==> src/rtl/generic_rom_stream_rd.sv <==
// Streams a {addr, len} burst out of a 1-cycle-latency ROM as a valid/ready word stream.
// Latency: command accept -> first issue +1 cycle -> first word valid +3 cycles; one word per cycle when unstalled.
// Backpressure: reads are only issued when the 2-entry buffer can absorb them, so a stalled sink never loses a word.
module generic_rom_stream_rd #(
    parameter int MEM_ADDR_BITS = 10,
    parameter int MEM_DATA_BITS = 32,
    parameter int LEN_BITS      = MEM_ADDR_BITS + 1
) (
    input  logic                     i_clk,
    input  logic                     i_rst_n,
    input  logic                     i_cmd_valid,
    output logic                     o_cmd_ready,
    input  logic [MEM_ADDR_BITS-1:0] i_cmd_addr,
    input  logic [LEN_BITS-1:0]      i_cmd_len,
    output logic [MEM_ADDR_BITS-1:0] o_rom_addr,
    input  logic [MEM_DATA_BITS-1:0] i_rom_data,
    output logic                     o_dat_valid,
    input  logic                     i_dat_ready,
    output logic [MEM_DATA_BITS-1:0] o_dat,
    output logic                     o_dat_last,
    output logic                     o_done
);

    typedef enum logic [1:0] {S_IDLE, S_RUN, S_DRAIN, S_DONE} state_t;

    state_t                         state, state_n;
    logic [MEM_ADDR_BITS-1:0]       addr_q, rom_addr_q;
    logic [LEN_BITS-1:0]            remaining;
    logic                           inflight, inflight_last;
    logic [1:0][MEM_DATA_BITS-1:0]  buf_dat;
    logic [1:0]                     buf_last;
    logic                           rd_ptr, wr_ptr;
    logic [1:0]                     count, count_n;
    logic [2:0]                     level;
    logic                           accept, issue, pop, push;

    assign accept      = i_cmd_valid && (state == S_IDLE);
    assign pop         = o_dat_valid && i_dat_ready;
    assign push        = inflight;
    // Words already committed to the buffer once this cycle's pop is taken out.
    assign level       = {1'b0, count} + {2'b0, inflight} - {2'b0, pop};
    assign issue       = (state == S_RUN) && (remaining != '0) && (level < 3'd2);
    assign count_n     = count + {1'b0, push} - {1'b0, pop};

    assign o_cmd_ready = (state == S_IDLE);
    assign o_done      = (state == S_DONE);
    assign o_rom_addr  = issue ? addr_q : rom_addr_q;
    assign o_dat_valid = (count != 2'd0);
    assign o_dat       = buf_dat[rd_ptr];
    assign o_dat_last  = buf_last[rd_ptr] && o_dat_valid;

    always_comb begin
        state_n = state;
        case (state)
            S_IDLE: begin
                if (accept) begin
                    state_n = (i_cmd_len == '0) ? S_DONE : S_RUN;
                end
            end
            S_RUN: begin
                if (issue && (remaining == LEN_BITS'(1))) begin
                    state_n = S_DRAIN;
                end
            end
            S_DRAIN: begin
                // Leaving on the final pop itself puts o_done one cycle after it.
                if (count_n == 2'd0) begin
                    state_n = S_DONE;
                end
            end
            S_DONE: begin
                state_n = S_IDLE;
            end
            default: begin
                state_n = S_IDLE;
            end
        endcase
    end

    always_ff @(posedge i_clk or negedge i_rst_n) begin
        if (!i_rst_n) begin
            state         <= S_IDLE;
            addr_q        <= '0;
            rom_addr_q    <= '0;
            remaining     <= '0;
            inflight      <= 1'b0;
            inflight_last <= 1'b0;
            buf_dat       <= '0;
            buf_last      <= '0;
            rd_ptr        <= 1'b0;
            wr_ptr        <= 1'b0;
            count         <= 2'd0;
        end else begin
            state         <= state_n;
            inflight      <= issue;
            inflight_last <= issue && (remaining == LEN_BITS'(1));
            count         <= count_n;
            if (accept) begin
                addr_q    <= i_cmd_addr;
                remaining <= i_cmd_len;
            end
            if (issue) begin
                rom_addr_q <= addr_q;
                addr_q     <= addr_q + MEM_ADDR_BITS'(1);
                remaining  <= remaining - LEN_BITS'(1);
            end
            if (push) begin
                buf_dat[wr_ptr]  <= i_rom_data;
                buf_last[wr_ptr] <= inflight_last;
                wr_ptr           <= ~wr_ptr;
            end
            if (pop) begin
                rd_ptr <= ~rd_ptr;
            end
        end
    end

endmodule
==> config.mk <==
export PLATFORM = sky130hd
export DESIGN_NAME = generic_rom_stream_rd
export DESIGN_NICKNAME = d
export VERILOG_FILES = /design/src/rtl/generic_rom_stream_rd.sv
export SDC_FILE = /design/constraint.sdc
export NUM_CORES = 1
export LEC_CHECK = 0
export BUFFER_PORTS_ARGS = -buffer_cell sky130_fd_sc_hd__buf_2
export CAP_MARGIN = 20
export CORE_ASPECT_RATIO = 1.5
export CORE_MARGIN = 2
export CORE_UTILIZATION = 25
export CTS_BUF_LIST = sky130_fd_sc_hd__clkbuf_4 sky130_fd_sc_hd__clkbuf_8 sky130_fd_sc_hd__clkbuf_16
export DETAILED_ROUTE_END_ITERATION = 8
export PLACE_DENSITY = 0.41
export SYNTH_ARGS = -nofsm -noshare
export SYNTH_HDL_FRONTEND = slang
export SYNTH_SLANG_ARGS = --single-unit
==> constraint.sdc <==
create_clock -name i_clk -period 6.45 [get_ports i_clk]
set_input_delay 0.3225 -clock i_clk [delete_from_list [all_inputs] [get_ports i_clk]]
set_output_delay 0.3225 -clock i_clk [all_outputs]
set_load 0.01 [all_outputs]
After elaboration in Yosys (flattened, before gate mapping)
Cells that the tools add are included.

storage, ports and cells
  flip-flop bits (word level) = 105
  input port bits = 57
  output and inout bits = 46
  logic and storage cells = 65

cells by class
  add/sub/neg operators = 6
  magnitude comparators = 4
  equal/unequal tests = 7
  multiplexer cells = 20
  bitwise operators = 2
  reduce and logical (&&, ||, !) cells = 14

operator list
  operator                 number
  $mux W32                 3
  $bwmux W64               1
  $demux W32 S1            1
  $mux W10                 3
  $mux W11                 2
  $eq A11 B1 Y1 const B    1
  $logic_not A11 Y1        1
  $reduce_bool A11 Y1      1
  $sub A11 B1 Y11 const B  1
  $add A10 B1 Y10 const B  1
  $mux W2                  4
  $pmux W2 S4              1
  $logic_and A1 B1 Y1      7
  $eq A2 B2 Y1 const B     2
  $logic_not A2 Y1         2
  $lt A1 B2 Y1 const B     2
  $ne A2 B1 Y1 const B     2
  $reduce_bool A2 Y1       2
  $add A2 B1 Y3            1
  $lt A3 B2 Y1 const B     1
  $mux W1                  3
  $reduce_and A3 Y1        1
  $sub A3 B1 Y3            1
  $add A2 B1 Y2            1
  other kinds (7)          8

Depth between registers and ports, before layout
Gate-level depths: netlist (run 1).

  depth after elaboration = 8
  mapped depth = 15
  depth with buffers taken out = 14

Worst setup path before layout (run 1)
OpenSTA, ideal clock, no wires.

  path type = reg2reg
  start = register count[1]
  end = register addr_q[8]
  setup time = 0.086 ns
  arrival time = 2.974 ns
  data required time = 6.364 ns
  path slack = 3.390 ns
  cell stages (with the launch flop) = 15
  buffers on the path = 1
  period minus slack after synthesis = 3.060 ns
  path through = dfrtp_1 -> nor2_1 -> inv_1 -> and2_1 -> ha_1 -> inv_1 -> ha_1 -> inv_1 -> fa_1 -> nand2_1 -> or2_2 -> clkbuf_1 -> o21ai_1 -> o32ai_1 -> nor3_1

between the ends
  word-level cells in the longest chain between the ends = 6

ends and longest elaborated chain
  element                                                line  RTL
  from (decl)                                            33    logic [1:0] count, count_n;
  from (signal assigned)                                 97    count <= count_n;
  $reduce_bool A2 Y1 (*)                                 48    assign o_dat_valid = (count != 2'd0);
  net o_dat_valid                                        17    output logic o_dat_valid,
  $logic_and A1 B1 Y1 (*)                                38    assign pop = o_dat_valid && i_dat_ready;
  net pop                                                35    logic accept, issue, pop, push;
  $sub A3 B1 Y3 (*)                                      41    assign level = {1'b0, count} + {2'b0, inflight} - {2'b0, pop};
  $lt A3 B2 Y1 (*)                                       42    assign issue = (state == S_RUN) && (remaining != '0) && (level < 3'd2);
  $logic_and A1 B1 Y1 (*)                                42
  $mux W10 / $reduce_bool A2 Y1 (equally long branches)  -
  to (signal assigned)                                   99    addr_q <= i_cmd_addr;
  to (signal assigned)                                   104   addr_q <= addr_q + MEM_ADDR_BITS'(1);
  to (decl)                                              27    logic [MEM_ADDR_BITS-1:0] addr_q, rom_addr_q;

Mark *: on every way through the listed nets, which the timed path passes. The rest lies on a longest branch.
A chain may end at the register's enable or synchronous reset.

Final worst setup path (run 1)
  start = register count[1]
  end = output o_rom_addr[8]

between the ends
  word-level cells in the longest chain between the ends = 6

ends and longest elaborated chain
  element              line  RTL
  $reduce_bool A2 Y1   48
  $logic_and A1 B1 Y1  38
  net pop              35
  $sub A3 B1 Y3        41
  $lt A3 B2 Y1         42
  $logic_and A1 B1 Y1  42
  $mux W10             -
  to (decl)            15    output logic [MEM_ADDR_BITS-1:0] o_rom_addr,

The timed path passes the listed nets, and every way through them passes these cells.

==> results.toml, run 1 <==
[clock_network]
hold_buffers = 0
tritoncts = "done"
ctsHtreeMaxLevel = 3
clock_latency_ns = 0.35
ctsRootBufferMaster = "clkbuf_16"
clk_pin_slew_ns = 0.08
numCtsBuffers = 9
post_cts_buffers = 0
cts_resized = 0
clockBufferDepth = 2
clock_sinks = 105

[drt]
antenna_left = 0
dr_total_vias = 3545
drc_errors = 0
wl_per_cell_um = 15.6
via_per_inst = 4.57
drt_iter0_markers = 112
drt_pre_antenna_iters = 4
drt-total-wl_mm = 12.1

[setup_path]
crit_path_end_kind = "output pin"
r2r_start = "count[1]"
crit_path_start_kind = "flop"
slowest_stage = "nor2_1"
crit_family = "simple AND/OR/NAND/NOR gates"
crit_chain = "nor2_1 -> inv_1 -> and2_1 -> ha_1 -> inv_1 -> ha_1 -> inv_1 -> fa_1 -> nand2_1 -> nor2_1 -> nand2_8 -> inv_4 -> nand2_1 -> nand2_1 -> buf_2"
slowest_delay_ns = 0.77
cp_num_buf_inv = 5
crit_type = "reg2out"
worstPathRequired_ns = 6.13
ff2ff_path_depth = 14
cp.arrival_ns = 3.88
startpoint = "count[1]"
worstPathMaxFanout = 35
path_depth = 15

[yosys]
yosysSeqAreaShare = 0.528
synthFlopType = "dfrtp_1"
synth-edff-count = 0
syn-cell-area_um2 = 4980
yosysWarnings = 0
synthArstFlopShare = 1.00
synth-seq-cells = 105
syn_inst = 417
syn-num-nets = 484
synth_area_per_cell_um2 = 11.9
synth_cell_types = 52

[die]
initial_core_util = 0.254
die_h_um = 177
fp.dieW_um = 119
rows = 63
core_um2 = 19600
die_area_um2 = 21100
ioPinCount = 103

[timing]
fin_worst_skew_ns = 0.0122
rsz0062_at_grt = "no"
finalHoldViolations = 0
min_period_ns = 4.21
tightest_slew_ns = 0.999
period_share = 0.652
fmax_mhz = 238
slew_headroom = 0.331
setup_viol = 0
tns_ns = 0
slew_viol_final = 0

[power]
seq_power_share = 0.423
p_per_area_nw_per_um2 = 285
comb_power_share = 0.188
p_clk_frac = 0.390
power.switching_uw = 483
p_leak_uw = 0.00299
sw_frac_of_total = 0.277
p_int_uw = 1260
ir_drop_mv = 0.135

[cells_and_area]
multi_input_area_um2 = 2200
n_antenna_cell = 0
final_common_cell = "dfrtp_1"
area_growth_pct = 22.8
drive_gt1_frac = 0.452
register_area_um2 = 2630
fillers = 2041
nets = 577
final_design_area_no_fill_um2 = 6120
layout_common_cells = "dfrtp_1, buf_2, mux2_2"

[grt]
first_global_vias = 3735
grt_max_degree = 55
overflow = 0
grt_pass1_wl_mm = 19.5
grt_antenna_before_repair = 1
track_usage = 0.118

[status]
status = "complete, no violations"

[run]
drv_cap = 0

[hold_path]
hold_path.class = "in2async"

[placed_design]
detailed_place.area_um2 = 5750
place.gp.congestion = 0.785
numPortBuffers = 102
dp_hpwl_mm = 8.55
-- state kept, by name, summed over array words and instances (netlist names) --
signal	count
buf_dat	64
remaining	11
addr_q	10
rom_addr_q	10
buf_last	2
count	2
state	2
inflight	1
inflight_last	1
rd_ptr	1
wr_ptr	1
-- power groups by stage --
stage	clock [uW]	sequential (uW)	combinational (uW)
2_1_floorplan	0	700	249
3_3_place_gp	0	754	332
3_5_place_dp	0	754	332
4_1_cts	706	741	334
5_1_grt	734	746	362
6_report	680	738	327
-- per-layer routing --
layer,share of wire,global-route usage,wire [um],up-vias
li1,-,-,-,1664
met1,0.40,0.128,4790,1762
met2,0.53,0.220,6470,100
met4,0.015,0.0412,185,2
met5,0.00058,0,7,-
met3,0.056,0.0322,677,17
-- per-stage QoR --
step | total power (uW) | util | instances | hold slack (ns) | worst slack, ns
floorplan | 949 | - | 417 | 0.0269 | 3.39
global placement | 1090 | 0.292 | 758 | 0.411 | 2.70
detailed placement | 1090 | 0.293 | 759 | 0.419 | 2.62
CTS | 1780 | 0.312 | 775 | 0.0330 | 2.22
global route | 1840 | 0.312 | 775 | 0.0601 | 1.97
finish | 1750 | 0.312 | 775 | 0.0125 | 2.24
-- logic make-up (layout without fill, tap and decap cells) --
group,Yosys count,in the layout,share of synthesized area
AOI/OAI and AO/OA,59,59,0.0781
xor gates and xnor gates,3,3,0.00528
adders and majority gates,10,10,0.0266
buffers and inverters,36,134,0.0337
DFF,105,105,0.528
muxes,101,101,0.228
and+or+nand+nor,103,103,0.101
-- worst paths after layout --
check                                endpoint  slack (ns)
worst max-delay path            o_rom_addr[8]        2.24
worst min-delay path              buf_dat[13]        0.01
worst max register to register   remaining[0]        2.76
worst min register to register  rom_addr_q[6]        0.47
max in group asynchronous              rd_ptr        5.23
min in group i_clk              remaining[10]        0.19
-- synthesized netlist by cell type, drive strengths merged (4+ instances only) --
| cell | instances | area share |
|---|---|---|
| dfrtp | 105 | 0.53 |
| mux2 | 98 | 0.22 |
| nand2 | 49 | 0.040 |
| o21ai | 20 | 0.020 |
| a21oi | 14 | 0.016 |
| inv | 14 | 0.011 |
| nor2 | 14 | 0.011 |
| buf | 12 | 0.015 |
| clkbuf | 10 | 0.0075 |
| ha | 9 | 0.023 |
| nor3 | 7 | 0.0070 |
| nand3 | 5 | 0.0050 |
| nor4 | 5 | 0.0063 |
| and2 | 4 | 0.0050 |
| or4 | 4 | 0.0068 |
-- cell type report --
class                   count  area share
flip-flops and latches    105       0.430
multi-input cells         276       0.359
well taps                 260      0.0532
clock buffers               9      0.0368
inverters                  14     0.00900
clock inverters             7      0.0241
repair buffers            104      0.0883
Note: power is estimated with default switching activity, not from simulation.
==> run 2, diff against run 1 <==
Clock period 6.45 ns to 4.2 ns, I/O delays scaled along.
==> results.toml, run 2 (synthesis gave the netlist of run 1 again) <==
[setup_path]
crit_family = "simple AND/OR/NAND/NOR gates"
worstPathMaxFanout = 35
cp.arrival_ns = 3.31
startpoint = "count[1]"
crit_path_end_kind = "output pin"
worstPathRequired_ns = 3.99
r2r_start = "count[1]"
slowest_stage = "fa_1"
crit_path_start_kind = "flop"
cp_num_buf_inv = 5
crit_type = "reg2out"
slowest_delay_ns = 0.50
crit_chain = "nor2_1 -> inv_1 -> and2_1 -> ha_1 -> inv_1 -> ha_1 -> inv_1 -> fa_1 -> nand2_1 -> nor2_1 -> nand2_8 -> inv_4 -> nand2_1 -> nand2_1 -> buf_2"

[cells_and_area]
final_common_cell = "dfrtp_1"
area_growth_pct = 21.8
fillers = 2042
n_antenna_cell = 0
final_cells = 775
largest_register_ffs = 64
reg.largest.list = "buf_dat (64), remaining (11)"
utilization = 0.309
top_register = "buf_dat"
drive_gt1_frac = 0.452
layout_common_cells = "dfrtp_1, buf_2, mux2_2"
nets = 578

[grt]
overflow = 0
first_global_vias = 3823
track_usage = 0.119
grt_max_degree = 74
grt_pass1_wl_mm = 19.6
grt_antenna_before_repair = 0

[clock_network]
hold_buffers = 0
ctsRootBufferMaster = "clkbuf_16"
ctsHtreeMaxLevel = 3
numCtsBuffers = 9
clk_pin_slew_ns = 0.07
post_cts_buffers = 0
cts_resized = 0
tritoncts = "done"
clock_latency_ns = 0.35
clock_sinks = 105
clockBufferDepth = 2

[drt]
dr_total_vias = 3553
via_per_inst = 4.58
antenna_left = 0
wl_per_cell_um = 15.6
drt_pre_antenna_iters = 4
drt-total-wl_mm = 12.1
drt_iter0_markers = 111
drc_errors = 0

[power]
p_per_area_nw_per_um2 = 421
ir_drop_mv = 0.161
p_leak_uw = 0.00297

[placed_design]
dpl.cell_count = 760
numPortBuffers = 102
dp_hpwl_mm = 8.58
place.gp.congestion = 0.799

[timing]
fmax_mhz = 284
rsz0062_at_grt = "no"
hold_ws_ns = 0.0107
tns_ns = 0
slew_viol_final = 0
fin_worst_skew_ns = 0.00644
min_period_ns = 3.52
slew_headroom = 0.372
tightest_slew_ns = 0.943
period_share = 0.838
setup_viol = 0
finalHoldViolations = 0

[die]
rows = 63
fp.dieW_um = 119
die_area_um2 = 21100
initial_core_util = 0.254
ioPinCount = 103
die_h_um = 177
core_um2 = 19600

[run]
drv_cap = 0

[status]
status = "complete, no violations"

[hold_path]
hold_path.class = "in2async"
## run 2: cell count changes in the layout (fill, tap and decap cells not counted), sizes merged
cell,change
buf,+1
bufinv,-2
clkbuf,+1
clkinv,+2
inv,-2
## run 2: stage by stage
stage          setup slack [ns]  power, uW  area (um^2)
3_3_place_gp              0.878       1680         5730
6_report                  0.680       2550         6070
5_1_grt                   0.382       2700         6070
3_5_place_dp              0.813       1690         5750
4_1_cts                   0.601       2610         6070
2_1_floorplan              1.14       1460         4980
## run 2: worst paths after layout
path / slack, ns / cells past startpoint / endpoint
worst max-delay path: 0.68 / 15 / o_rom_addr[1]
worst min-delay path: 0.01 / 1 / buf_dat[15]
worst max register to register: 0.85 / 13 / addr_q[8]
worst min register to register: 0.47 / 2 / rom_addr_q[7]
max in group asynchronous: 3.17 / 2 / buf_last[0]
min in group i_clk: 0.09 / 3 / remaining[10]
## run 2: final cells by class
| cell class | count | area [um^2] | area share |
|---|---|---|---|
| repair buffers | 105 | 548 | 0.0903 |
| clock inverters | 5 | 81.3 | 0.0134 |
| clock buffers | 10 | 233 | 0.0384 |
| well taps | 260 | 325 | 0.0536 |
| inverters | 14 | 55.1 | 0.00907 |
| multi-input cells | 276 | 2200 | 0.362 |
| flip-flops and latches | 105 | 2630 | 0.433 |
## run 2: worst reg2reg max path: stages (launching register included)
cell and delay (ns):
dfrtp_1 0.42, nor2_1 0.13, inv_1 0.06, and2_1 0.18, ha_1 0.27, inv_1 0.06, ha_1 0.13, inv_1 0.04
fa_1 0.50, nand2_1 0.07, or2_2 0.39, o21ai_1 0.65, o32ai_1 0.20, nor3_1 0.17
## run 2: metal layers
layer	GRT usage	vias up	routed length, um
li1	-	1673	-
met1	0.130	1772	4750
met2	0.222	96	6540
met3	0.0238	12	607
met4	0.0496	0	206
met5	0	-	0
## run 2: report_power, final
| group | switching, uW | internal, uW |
|---|---|---|
| combinational | 262 | 261 |
| clock | 371 | 526 |
| sequential | 89.7 | 1040 |
